===== src/rtl/aes_pkg.sv =====
// ----------------------------------------------------------------------------
// aes_pkg
// Shared constants, types and helpers for the iterative AES-128 datapath.
//   AES_BLOCK_W : width of a state word / round key
//   NUM_ROUNDS  : rounds after the initial whitening (AES-128)
//   ark_state_e : AddRoundKey stage control states
//   rcon()      : round-constant byte for rounds 1..10
// ----------------------------------------------------------------------------
package aes_pkg;

    localparam int unsigned AES_BLOCK_W = 128;
    localparam int unsigned NUM_ROUNDS  = 10;

    // ST_IDLE: no key held; ST_RUN: key held, rounds being processed.
    typedef enum logic [0:0] {
        ST_IDLE,
        ST_RUN
    } ark_state_e;

    // Round constant for the key-schedule step producing round key r.
    function automatic logic [7:0] rcon(input logic [3:0] r);
        logic [7:0] c;
        case (r)
            4'd1:    c = 8'h01;
            4'd2:    c = 8'h02;
            4'd3:    c = 8'h04;
            4'd4:    c = 8'h08;
            4'd5:    c = 8'h10;
            4'd6:    c = 8'h20;
            4'd7:    c = 8'h40;
            4'd8:    c = 8'h80;
            4'd9:    c = 8'h1b;
            4'd10:   c = 8'h36;
            default: c = 8'h00;
        endcase
        return c;
    endfunction

endpackage


===== src/rtl/aes_add_round_key_stage_if.sv =====
// ----------------------------------------------------------------------------
// aes_add_round_key_stage_if
// Handshake bundle for the AddRoundKey stage.
//   key_valid/key_ready/key_in      : cipher key load channel
//   in_valid/in_ready/in_state      : incoming state word channel
//   out_valid/out_ready/out_state,
//   out_round/out_last              : registered result channel
// Modports: slave (the stage), master (the driver / environment).
// ----------------------------------------------------------------------------
interface aes_add_round_key_stage_if;
    import aes_pkg::*;

    logic                   key_valid;
    logic                   key_ready;
    logic [AES_BLOCK_W-1:0] key_in;

    logic                   in_valid;
    logic                   in_ready;
    logic [AES_BLOCK_W-1:0] in_state;

    logic                   out_valid;
    logic                   out_ready;
    logic [AES_BLOCK_W-1:0] out_state;
    logic [3:0]             out_round;
    logic                   out_last;

    modport slave (
        input  key_valid, key_in, in_valid, in_state, out_ready,
        output key_ready, in_ready, out_valid, out_state, out_round, out_last
    );

    modport master (
        output key_valid, key_in, in_valid, in_state, out_ready,
        input  key_ready, in_ready, out_valid, out_state, out_round, out_last
    );

endinterface


===== src/rtl/aes_sbox.sv =====
// ----------------------------------------------------------------------------
// aes_sbox
// Combinational AES forward S-box: multiplicative inverse in GF(2^8)
// (modulus x^8+x^4+x^3+x+1, with 0 mapping to 0) followed by the affine map.
//   in_byte  : input byte
//   out_byte : substituted byte
// ----------------------------------------------------------------------------
module aes_sbox (
    input  logic [7:0] in_byte,
    output logic [7:0] out_byte
);

    function automatic logic [7:0] gf_mul(input logic [7:0] a, input logic [7:0] b);
        logic [7:0] p;
        logic [7:0] aa;
        p  = '0;
        aa = a;
        for (int unsigned i = 0; i < 8; i++) begin
            if (b[3'(i)]) p = p ^ aa;
            aa = {aa[6:0], 1'b0} ^ (aa[7] ? 8'h1b : 8'h00);
        end
        return p;
    endfunction

    logic [7:0] x2, x3, x6, x12, x15, x30, x60, x120, x240, x252, inv;

    // Inverse as x^254 via an addition chain; x^254 of 0 is 0 as required.
    always_comb begin
        x2   = gf_mul(in_byte, in_byte);
        x3   = gf_mul(x2, in_byte);
        x6   = gf_mul(x3, x3);
        x12  = gf_mul(x6, x6);
        x15  = gf_mul(x12, x3);
        x30  = gf_mul(x15, x15);
        x60  = gf_mul(x30, x30);
        x120 = gf_mul(x60, x60);
        x240 = gf_mul(x120, x120);
        x252 = gf_mul(x240, x12);
        inv  = gf_mul(x252, x2);
        out_byte = inv
                 ^ {inv[6:0], inv[7]}
                 ^ {inv[5:0], inv[7:6]}
                 ^ {inv[4:0], inv[7:5]}
                 ^ {inv[3:0], inv[7:4]}
                 ^ 8'h63;
    end

endmodule


===== src/rtl/aes_add_round_key_stage.sv =====
// ----------------------------------------------------------------------------
// aes_add_round_key_stage
// AddRoundKey stage of the iterative AES-128 encryptor. Holds the cipher key,
// expands one round key per accepted state word and XORs it into the state.
// Wraps to round 0 after round NUM_ROUNDS so successive blocks share the key.
//   clk, rst_n : clock, asynchronous active-low reset
//   bus        : key / in / out handshake channels (slave side)
// ----------------------------------------------------------------------------
module aes_add_round_key_stage #(
    parameter int unsigned NUM_ROUNDS = 10
) (
    input  logic                       clk,
    input  logic                       rst_n,
    aes_add_round_key_stage_if.slave   bus
);
    import aes_pkg::*;

    ark_state_e             state_q, state_d;
    logic [3:0]             rnd_q, rnd_d;
    logic [AES_BLOCK_W-1:0] rk_q, rk_d;
    logic [AES_BLOCK_W-1:0] key_reg_q, key_reg_d;
    logic                   out_valid_q, out_valid_d;
    logic [AES_BLOCK_W-1:0] out_state_q, out_state_d;
    logic [3:0]             out_round_q, out_round_d;
    logic                   out_last_q, out_last_d;

    logic                   key_ready, key_take;
    logic                   in_ready, in_take;
    logic                   last_rnd;

    logic [31:0]            w0, w1, w2, w3;
    logic [31:0]            rot_word, sub_word, t_word;
    logic [31:0]            n0, n1, n2, n3;
    logic [AES_BLOCK_W-1:0] rk_next;

    // Round-key schedule step: w0 is the leftmost column.
    assign w0       = rk_q[127:96];
    assign w1       = rk_q[95:64];
    assign w2       = rk_q[63:32];
    assign w3       = rk_q[31:0];
    assign rot_word = {w3[23:0], w3[31:24]};

    for (genvar g = 0; g < 4; g++) begin : g_subword
        aes_sbox u_sbox (
            .in_byte  (rot_word[8*g +: 8]),
            .out_byte (sub_word[8*g +: 8])
        );
    end

    assign t_word  = sub_word ^ {rcon(rnd_q + 4'd1), 24'h0};
    assign n0      = w0 ^ t_word;
    assign n1      = w1 ^ n0;
    assign n2      = w2 ^ n1;
    assign n3      = w3 ^ n2;
    assign rk_next = {n0, n1, n2, n3};

    always_comb begin
        last_rnd  = (rnd_q == 4'(NUM_ROUNDS));
        // Key loads are only allowed between blocks so a block never mixes keys.
        key_ready = (state_q == ST_IDLE) || (rnd_q == 4'd0);
        key_take  = bus.key_valid && key_ready;
        in_ready  = (state_q == ST_RUN) && (!out_valid_q || bus.out_ready) && !key_take;
        in_take   = bus.in_valid && in_ready;
    end

    always_comb begin
        state_d     = state_q;
        rnd_d       = rnd_q;
        rk_d        = rk_q;
        key_reg_d   = key_reg_q;
        out_valid_d = out_valid_q;
        out_state_d = out_state_q;
        out_round_d = out_round_q;
        out_last_d  = out_last_q;

        // Output register is independent of a key load: a pending result
        // computed under the old key stays until it is consumed.
        if (in_take) begin
            out_valid_d = 1'b1;
        end else if (bus.out_ready) begin
            out_valid_d = 1'b0;
        end

        if (key_take) begin
            state_d   = ST_RUN;
            key_reg_d = bus.key_in;
            rk_d      = bus.key_in;
            rnd_d     = '0;
        end else if (in_take) begin
            out_state_d = bus.in_state ^ rk_q;
            out_round_d = rnd_q;
            out_last_d  = last_rnd;
            if (last_rnd) begin
                rk_d  = key_reg_q;
                rnd_d = '0;
            end else begin
                rk_d  = rk_next;
                rnd_d = rnd_q + 4'd1;
            end
        end
    end

    always_ff @(posedge clk or negedge rst_n) begin
        if (!rst_n) begin
            state_q     <= ST_IDLE;
            rnd_q       <= '0;
            rk_q        <= '0;
            key_reg_q   <= '0;
            out_valid_q <= 1'b0;
            out_state_q <= '0;
            out_round_q <= '0;
            out_last_q  <= 1'b0;
        end else begin
            state_q     <= state_d;
            rnd_q       <= rnd_d;
            rk_q        <= rk_d;
            key_reg_q   <= key_reg_d;
            out_valid_q <= out_valid_d;
            out_state_q <= out_state_d;
            out_round_q <= out_round_d;
            out_last_q  <= out_last_d;
        end
    end

    assign bus.key_ready = key_ready;
    assign bus.in_ready  = in_ready;
    assign bus.out_valid = out_valid_q;
    assign bus.out_state = out_state_q;
    assign bus.out_round = out_round_q;
    assign bus.out_last  = out_last_q;

endmodule

===== src/flat_wrapper.sv =====
// flat-port wrapper written by rule: the top's interface ports become plain ports
module aes_add_round_key_stage_flat import aes_pkg::*;
#(
    parameter int unsigned NUM_ROUNDS = 10
)
  (clk, rst_n, bus_key_valid, bus_key_in, bus_in_valid, bus_in_state, bus_out_ready, bus_key_ready, bus_in_ready, bus_out_valid, bus_out_state, bus_out_round, bus_out_last);
  aes_add_round_key_stage_if bus_i ();
  input  logic clk;
  input  logic rst_n;
  input wire logic [$bits(bus_i.key_valid)-1:0] bus_key_valid;
  input wire logic [$bits(bus_i.key_in)-1:0] bus_key_in;
  input wire logic [$bits(bus_i.in_valid)-1:0] bus_in_valid;
  input wire logic [$bits(bus_i.in_state)-1:0] bus_in_state;
  input wire logic [$bits(bus_i.out_ready)-1:0] bus_out_ready;
  output wire logic [$bits(bus_i.key_ready)-1:0] bus_key_ready;
  output wire logic [$bits(bus_i.in_ready)-1:0] bus_in_ready;
  output wire logic [$bits(bus_i.out_valid)-1:0] bus_out_valid;
  output wire logic [$bits(bus_i.out_state)-1:0] bus_out_state;
  output wire logic [$bits(bus_i.out_round)-1:0] bus_out_round;
  output wire logic [$bits(bus_i.out_last)-1:0] bus_out_last;
  assign bus_i.key_valid = bus_key_valid;
  assign bus_i.key_in = bus_key_in;
  assign bus_i.in_valid = bus_in_valid;
  assign bus_i.in_state = bus_in_state;
  assign bus_i.out_ready = bus_out_ready;
  assign bus_key_ready = bus_i.key_ready;
  assign bus_in_ready = bus_i.in_ready;
  assign bus_out_valid = bus_i.out_valid;
  assign bus_out_state = bus_i.out_state;
  assign bus_out_round = bus_i.out_round;
  assign bus_out_last = bus_i.out_last;
  aes_add_round_key_stage #(.NUM_ROUNDS(NUM_ROUNDS)) u_core (.clk(clk), .rst_n(rst_n), .bus(bus_i));
endmodule

===== config.mk =====
export PLATFORM = sky130hd
export DESIGN_NAME = aes_add_round_key_stage_flat
export DESIGN_NICKNAME = d
export VERILOG_FILES = /design/src/rtl/aes_pkg.sv /design/src/rtl/aes_add_round_key_stage_if.sv /design/src/rtl/aes_sbox.sv /design/src/rtl/aes_add_round_key_stage.sv /design/src/flat_wrapper.sv
export SDC_FILE = /design/constraint.sdc
export NUM_CORES = 2
export LEC_CHECK = 0
export BUFFER_PORTS_ARGS = -buffer_cell sky130_fd_sc_hd__buf_2
export CORE_MARGIN = 1
export CORE_UTILIZATION = 50
export CTS_BUF_LIST = sky130_fd_sc_hd__clkbuf_4
export CTS_CLUSTER_DIAMETER = 30
export CTS_CLUSTER_SIZE = 28
export DETAILED_ROUTE_END_ITERATION = 7
export PLACE_DENSITY = 0.66
export SLEW_MARGIN = 20
export SYNTH_ARGS = -nofsm -noshare
export SYNTH_HDL_FRONTEND = slang
export SYNTH_SLANG_ARGS = --single-unit
export TNS_END_PERCENT = 20

===== constraint.sdc =====
create_clock -name clk -period 48.9 [get_ports clk]
set_input_delay 0 -clock clk [delete_from_list [all_inputs] [get_ports clk]]
set_output_delay 0 -clock clk [all_outputs]
set_load 0.02 [all_outputs]

==> impl_metrics.yaml <==
setup_path:
  path_class: "flop to flop"
  arrival_ns: 24.75
  ff2ff_path_depth: 66
  crit_fanout: 25
  cp_slowest_cell: "xnor2_1"
  r2r_slack_ns: 24.92
  cp-start-kind: "flop"
  cpPeakStageDelay_ns: 0.85
  endpoint: "u_core.rk_q[62]"
  cpLargestDelayFamily: "XOR/XNOR gates"
  crit_buf_inv: 9
  cp.required_ns: 49.68
  worstSetupStartpoint: "u_core.rk_q[16]"
  end_kind: "flop"
  r2r_end: "u_core.rk_q[62]"
  crit_path_frequent_cell: "xnor2_1"
  r2r_start: "u_core.rk_q[16]"
  path_depth: 66
grt:
  grt_pass1_wl_mm: 327
  antenna_found_initial: 23
  grt_pass1_vias: 58000
  grt.overflow.total: 0
  grt_start_max_net_pins: 164
  grtUsageTotal_pct: 30.8
logic_synthesis:
  syn_area_mm2: 0.0646
  yosysWarnings: 0
  syn_inst: 7833
  ys.flop_type: "dfrtp_1"
  ys_ff_latch: 395
  synth_nets: 8128
  synth_top_family_by_area: "XOR/XNOR gates"
  synth_top_area_cell: "xnor2_1"
  synth_compound_area_share_pct: 16.0
  synthTopCellsByCount: "1338 x xnor2_1, 1240 x nand2_1, 753 x nor2_1"
  yosys.area_share.xor_xnor_pct: 41.5
  synth.most_common_cell: "xnor2_1"
  synth-simple-area-share_pct: 18.9
  synth_adder_area_share_pct: 0.705
  avgSynthCellArea_um2: 8.25
  muxShareOfSynthArea_pct: 3.16
  synth_cell_types: 145
  synth_top_cell_area_share_pct: 18.1
  synth_edf_count: 0
  yosysSeqAreaShare_pct: 15.3
  synthArstFlopShare_pct: 100
  yosys-top-cells-area: "xnor2_1 18%, dfrtp_1 15%, xnor3_1 10%, nand2_1 7.2%, xor2_1 5.2%"
layout:
  area_delta_synth_final_pct: 15.2
  fin_nets: 8780
  multi_input_area_mm2: 0.0520
  seq_area_mm2: 0.00989
  n_fill_cell: 11200
  drive_gt1_share_pct: 12.7
worst_hold_path:
  min_path_type: "input port to flop"
  hold_start: "bus_key_in[122]"
timing:
  setup_viol_count_final: 0
  period_needed_ns: 23.98
  final.setup.tns_ns: 0
  rsz0062_at_grt: "no"
  slew_headroom_pct: 24.6
  max_slew.worst_pin.slew_ns: 1.13
  timing_hold_violations_final: 0
  finalCritPeriodShare_pct: 49.0
  finClkSkew_ns: 0.0793
  max_freq_mhz: 41.7
  maxSlewViolCount: 0
drt:
  vias_per_cell: 5.94
  num_vias: 60800
  drt_pre_antenna_iters: 8
  post_drt_wl_per_cell_um: 20.4
  routed_wirelength_mm: 209
  drt_iter0_drc: 6127
  drc: 1
  antenna_left: 0
floorplan:
  start_util_pct: 50.5
  die_h_um: 361
  coreArea_mm2: 0.128
  die_x_um: 361
  fp-row-count: 131
  die_area_mm2: 0.131
  ios: 397
status:
  status: "finished, violations left"
  failed_checks: "DRC"
cts:
  cts.htree.levels: 3
  numClockSinks: 395
  clk_path_buf_depth: 3
  cts_tree: "yes"
  postCtsHoldBufs: 539
  cts_buffers: 77
  cts_resized: 0
  cts-root-buf: "clkbuf_4"
  post_cts_buffers: 0
  clk_latency_ns: 0.93
  cts.reportedPaths.clkPinSlew_ns: 0.09
job:
  cap_violations: 0
place:
  port_buffers: 396
  place_congestion: 0.935
  dp_hpwl_mm: 145
## tightest hold or removal path, delay by kind of cell
| family | cells | cell delay [ns] |
|---|---|---|
| buffers and inverters | 2 | 0.81 |
| AOI/OAI and AO/OA | 2 | 0.15 |
## cells in the final DEF (no fill, tap or decap), drive strengths merged, types with 31 or more instances in the layout
| cell | Yosys | routed |
|---|---|---|
| nand2b | 68 | 68 |
| nor2 | 762 | 762 |
| xnor2 | 1461 | 1461 |
| o211ai | 60 | 60 |
| ha | 34 | 34 |
| o22ai | 68 | 68 |
| buf | 218 | 560 |
| o221ai | 31 | 31 |
| dfrtp | 395 | 395 |
| mux2i | 149 | 149 |
| nor2b | 49 | 49 |
| dlygate4sd3 | 0 | 538 |
| clkbuf | 307 | 84 |
| and3 | 58 | 58 |
| a22oi | 83 | 83 |
| a222oi | 46 | 46 |
| inv | 115 | 120 |
| nand4 | 35 | 35 |
| nand2 | 1243 | 1243 |
| a211oi | 56 | 56 |
| mux2 | 44 | 44 |
| or3 | 40 | 40 |
| a21oi | 305 | 305 |
| clkinv | 11 | 43 |
| xor3 | 47 | 47 |
| a221oi | 34 | 34 |
| o21ai | 458 | 458 |
| and2 | 53 | 53 |
| xor2 | 432 | 432 |
| nand3 | 157 | 157 |
| nand3b | 32 | 32 |
| nor3 | 167 | 167 |
| xnor3 | 328 | 328 |
| o311ai | 31 | 31 |
| a31oi | 54 | 54 |
## flip-flops by register name, indices dropped and copies added, names as in the netlist
register / flops
u_core.bus.out_last: 1
u_core.bus.out_round: 4
u_core.bus.out_state: 128
u_core.rnd_q: 4
u_core.key_reg_q: 128
u_core.rk_q: 128
u_core.state_q: 1
u_core.bus.out_valid: 1
## layer usage
metal / wire length (um) / up-vias / global-route usage, %
met3: 17500 / 520 / 4.77
met1: 87200 / 29200 / 41.3
li1: - / 28300 / -
met5: 35 / - / 0
met2: 96100 / 2778 / 49.7
met4: 7730 / 6 / 11.6
## final cells by class
| type | instances | share of cell area [%] |
|---|---|---|
| flip-flops and latches | 395 | 13.3 |
| inverters | 126 | 0.635 |
| diodes | 23 | 0.0773 |
| clock buffers | 84 | 0.847 |
| repair buffers | 1098 | 11.6 |
| well taps | 1662 | 2.79 |
| multi-input cells | 6787 | 69.9 |
| clock inverters | 56 | 0.852 |
## cell families after synthesis
kind of cell,after synthesis
compound gates,1515
xor+xnor,2268
fa+ha+maj,37
buf+inv,651
flops,395
mux,195
simple gates,2772
## metrics by stage
stage          area, um^2  setup slack [ns]  utilization [%]  cells  hold slack [ns]
5_1_grt             74400             23.47             58.2  10200            0.104
3_3_place_gp        67600             24.36             52.9   9529            0.110
4_1_cts             74300             24.92             58.1  10200          0.00609
6_report            74500             24.92             58.2  10200            0.130
2_1_floorplan       64600             29.53                -   7833           -0.296
3_5_place_dp        67600             24.99             52.9   9529            0.117
## how the worst min path moves through the flow
stage	to	slack, ns	cells after the start
finish	u_core.rk_q[122]	0.13	4
CTS	u_core.rk_q[122]	0.006	4
global placement	u_core.bus.out_state[78]	0.11	1
floorplan	u_core.bus.out_last	-0.30	0
global route	u_core.bus.out_state[31]	0.10	4
detailed placement	u_core.bus.out_state[70]	0.12	1
Power is not shown: default switching activity piles up to over one toggle a cycle in this logic, so the estimate is an artifact.
